==> config.mk <==
export PLATFORM = sky130hd
export DESIGN_NAME = qed_commit_tracker
export DESIGN_NICKNAME = d
export VERILOG_FILES = /design/src/rtl/qed_commit_tracker.sv
export SDC_FILE = /design/constraint.sdc
export NUM_CORES = 1
export LEC_CHECK = 0
export CORE_UTILIZATION = 60
export CTS_CLUSTER_DIAMETER = 120
export DETAILED_ROUTE_END_ITERATION = 12
export PLACE_DENSITY = 0.83
export SETUP_SLACK_MARGIN = 0.3
export SYNTH_ARGS = -nofsm -noshare
export SYNTH_HDL_FRONTEND = slang
export SYNTH_SLANG_ARGS = --single-unit
==> constraint.sdc <==
create_clock -name clk -period 8.5 [get_ports clk]
set_input_delay 2.55 -clock clk [delete_from_list [all_inputs] [get_ports clk]]
set_output_delay 2.55 -clock clk [all_outputs]
set_load 0.01 [all_outputs]
==> src/rtl/qed_commit_tracker.sv <==
// Counts originals retired ahead of their duplicates and flags protocol errors.
// consistent/pend_zero look at the post-commit count so a same-cycle commit is seen.
module qed_commit_tracker #(
  parameter int CNT_W = 8
) (
  input  logic clk,
  input  logic rst,
  input  logic ena,
  input  logic commit_vld,
  input  logic commit_dup,
  input  logic sweep_start,
  output logic pend_zero,
  output logic consistent,
  output logic qed_err
);
  logic [CNT_W-1:0] pend;
  logic [CNT_W-1:0] pend_nxt;
  logic             dirty;
  logic             dirty_set;
  logic             proto_err;

  // NOTE: every always_comb output gets a default first, otherwise a path that skips it infers a latch.
  always_comb begin
    pend_nxt  = pend;
    dirty_set = dirty;
    proto_err = 1'b0;
    if (ena && commit_vld) begin
      if (commit_dup) begin
        // A duplicate with nothing outstanding is rejected outright, so it cannot arm a sweep.
        if (pend == '0) begin
          proto_err = 1'b1;
        end else begin
          pend_nxt  = pend - 1'b1;
          dirty_set = 1'b1;
        end
      end else begin
        if (&pend) proto_err = 1'b1;
        else       pend_nxt  = pend + 1'b1;
        dirty_set = 1'b1;
      end
    end
  end

  assign pend_zero  = (pend_nxt == '0);
  assign consistent = pend_zero && dirty_set;

  // NOTE: state registers use non-blocking assignments so every flop samples pre-edge values.
  always_ff @(posedge clk or negedge rst) begin
    if (!rst) begin
      pend    <= '0;
      dirty   <= 1'b0;
      qed_err <= 1'b0;
    end else begin
      pend    <= ena ? pend_nxt : '0;
      dirty   <= ena && dirty_set && !sweep_start;
      qed_err <= qed_err || proto_err;
    end
  end
endmodule

# Yosys cells after proc, flatten, opt, wreduce, memory -nomap -nowiden
# Index checks and enable logic that the tools add are counted.
# op_classes
n_addsub	2
n_mux	12
reduce_logical	9
# op_table
operator	n
$mux 8	5
$logic_not 8->1	2
$add 8x1->8 const B	1
$reduce_and 8->1	1
$sub 8x1->8 const B	1
$mux 1	7
$logic_and 1x1->1	4
$logic_not 1->1	1
$logic_or 1x1->1	1
# totals
output_inout_bits	3
input_bits	6
regBits	10
elab_cells	26

# Logic depth before layout (Yosys ltp)
# logic_depth
depth_word	6
depth_mapped	8
mapped_depth_nobuf	8

# Worst setup path after synthesis
# OpenSTA, ideal clock, no wires.
# synth_timing
path_kind	in2out
from	input port ena
to	output port pend_zero
path_buffers	2
slack_ns	1.999
stages	8
t_arrival_ns	3.951
path_cell_list	clkbuf_1 and2_1 buf_2 nand3_1 and3_2 nor3_2 nand4_1 nor4_2
# synth_between
elab_chain_len	3
# synth_rtl
item	line_no	source
from (decl)	8	input logic ena,
$logic_and 1x1->1	27	if (ena && commit_vld) begin
$mux 8	27	
$logic_not 8->1	44	assign pend_zero = (pend_nxt == '0);
to (decl)	12	output logic pend_zero,
# No other way between the ends.

# Final worst setup path
# Same ends and word-level chain as after synthesis.

==> impl_metrics.csv <==
group,metric,value,unit
drt,detail_route.iter0.violations,61,
floorplan,io_pins,9,
clocking,cts_made_buffers,3,
flow_run,maxCapViolations,0,
power_and_ir_drop,ir_drop,143,µV
timing,final_max_slew_viol_count,0,
clocking,clock_latency,270,ps
drt,route.detailed.drc,0,
synth,ys.flop_type,"dfrtp_1",
floorplan,dieArea,1810,µm²
timing,fin_skew,6.48,ps
clocking,cts_buffer_depth,2,
finish,drive_gt1_share,17.6,%
drt,antenna_left,0,
synth,synthCells,120,
clocking,cts-htree-levels,1,
floorplan,num_rows,14,
floorplan,die_h,42.5,µm
run_status,status,"complete, no violations",
timing,finalSetupViolCount,0,
finish,final_nets,135,
finish,diodes,0,
worst_setup_path,path_max_fanout,11,
timing,rsz0062_at_grt,"false",
global_route,grt_pass1_wl,4170,µm
worst_setup_path,r2r_end,"dirty",
place,numPlacedInstances,137,
timing,fmax,130,MHz
synth,synthesis.area,986,µm²
worst_setup_path,regToRegSetupSlack,6210,ps
worst_setup_path,worstSetupPathType,"in2out",
worst_setup_path,startpoint,"ena",
timing,period_needed,7700,ps
timing,hold_ws,480,ps
worst_setup_path,worstPathArrival,5150,ps
clocking,cts_setup_buffers,0,
clocking,cts-root-buf,"clkbuf_4",
global_route,grt_pass1_vias,924,
synth,synth.distinct_cells,54,
drt,wl_met1,1010,µm
clocking,clkTransAtPathRegs,60,ps
clocking,hold_buffers,0,
drt,via_count,1019,
synth,yosys-top-cells-area,"dfrtp_1 (25%), ha_1 (3.8%), nand2_1 (3.8%), nor3_1 (3.6%), and2_1 (3.2%)",
global_route,grt_start_max_net_pins,15,
floorplan,core_region_area,1520,µm²
place,dp_hpwl,1860,µm
floorplan,die_w,42.5,µm
synth,synth_commonest_cells,"dfrtp_1 (10), nand2_1 (10), nor3_1 (7)",
drt,wl_per_cell,18.2,µm
timing,hold_viol,0,
drt,totalWireLength,2570,µm
clocking,post_cts_resize_count,0,
synth,synth_area_per_cell,8.22,µm²
worst_setup_path,critPathRequiredTime,5950,ps
timing,slew_headroom,70.6,%
timing,setup_tns,0,ps
place,routabilityCongestion,0.953,
floorplan,start_util,64.7,%
power_and_ir_drop,leakage,0.448,nW
finish,final_cells,141,
drt,via_per_inst,7.23,
global_route,antenna_found_initial,0,
synth,ys_ff_latch,10,
synth,async_reset_ff_share,100,%
timing,fin_crit_sh,90.5,%
global_route,track_usage,30.9,%
global_route,grt_overflow,0,
synth,synth_seq_area_share,25.4,%
drt,dr.pass1.iters,5,
place,port_buffers,8,
finish,area_growth,10.2,%
timing,tightestPinTransition,442,ps
synth,synth_edf_count,0,
synth,syn_nets,129,
worst_setup_path,worst-r2r-cell-count,6,
synth,synth_largest_area_cell,"dfrtp_1",
worst_setup_path,crit_end,"pend_zero",
synth,synth_top_area_share,25.4,%
power_and_ir_drop,power_density,203,nW/µm²
worst_setup_path,r2r_start,"pend[0]",
clocking,cts_sinks,10,
power_and_ir_drop,finalPower,0.000221,W
synth,ys_warn_count,0,
hold_path,min_path_type,"reg2reg",
drt,top_layer,"met4",
drt,wl_met3,281,µm
worst_setup_path,start_kind,"input port",
worst_setup_path,end_kind,"output pin",
drt,wl_met2,1210,µm
finish,fillers,123,
clocking,cts_tree,"built",
where the power goes:
group / internal (W) / total, W / switching [W]
sequential: 0.0000526 / 0.0000658 / 0.0000132
combinational: 0.0000525 / 0.000112 / 0.0000598
clock: 0.0000260 / 0.0000426 / 0.0000165
cell type report:
class | count | area, µm² | share of cell area [%]
multi-input cells | 97 | 673 | 62.0
flip-flops and latches | 10 | 250 | 23.0
repair buffers | 9 | 87.6 | 8.06
clock buffers | 4 | 36.3 | 3.34
well taps | 16 | 20.0 | 1.84
inverters | 5 | 18.8 | 1.73
layout by cell type (no fill, tap or decap), types with 2 or more instances in the layout:
cell,netlist,routed
a22oi_1,2,2
ha_1,3,3
nor2b_1,4,4
nand4_1,5,5
clkbuf_4,1,3
nand2_1,10,10
a31oi_1,2,2
nor3_2,2,2
nand3_1,3,3
and2_1,5,5
or4_1,2,2
a21oi_1,6,6
nor2_1,4,4
dfrtp_1,10,10
nor3b_1,2,2
or2_2,2,2
o22ai_1,2,2
o21ai_0,5,5
inv_1,5,5
clkdlybuf4s50_1,0,8
nor3_1,7,7
worst max-delay path, cell delays in order:
cell and delay [ps]:
clkdlybuf4s50_1 630, and2_1 400, nand3_1 180, and3_2 260
nor3_2 180, nand4_1 170, nor4_2 190, clkdlybuf4s50_1 580
worst min-delay path by stage:
stage / start / to / slack, ps / cells after the start
3_5_place_dp: qed_err / qed_err / 450 / 1
3_3_place_gp: qed_err / qed_err / 470 / 1
4_1_cts: qed_err / qed_err / 480 / 1
6_report: qed_err / qed_err / 480 / 1
2_1_floorplan: qed_err / qed_err / 490 / 1
5_1_grt: qed_err / qed_err / 490 / 1
sequential cells by signal, indices dropped and copies added (netlist names):
signal,cells
pend,8
dirty,1
qed_err,1
logic make-up after synthesis:
logic type,share of synthesized area [%]
buf+inv,6.35
xor+xnor,0.888
fa+ha+maj,3.81
compound gates,27.0
flops,25.4
mux,1.14
simple gates,35.4
stage by stage:
| step | util [%] | worst slack, ps | area, µm² |
|---|---|---|---|
| CTS | 71.3 | 813 | 1090 |
| floorplan | - | 2000 | 986 |
| global route | 71.3 | 654 | 1090 |
| finish | 71.3 | 805 | 1090 |
| global placement | 68.9 | 959 | 1050 |
| detailed placement | 68.9 | 867 | 1050 |
routing by layer:
layer | vias up | track usage [%]
li1 | 466 | -
met3 | 11 | 9.91
met4 | 0 | 10.6
met1 | 470 | 40.1
met5 | - | 0
met2 | 72 | 48.3
Power figures use the tool's default switching activity.
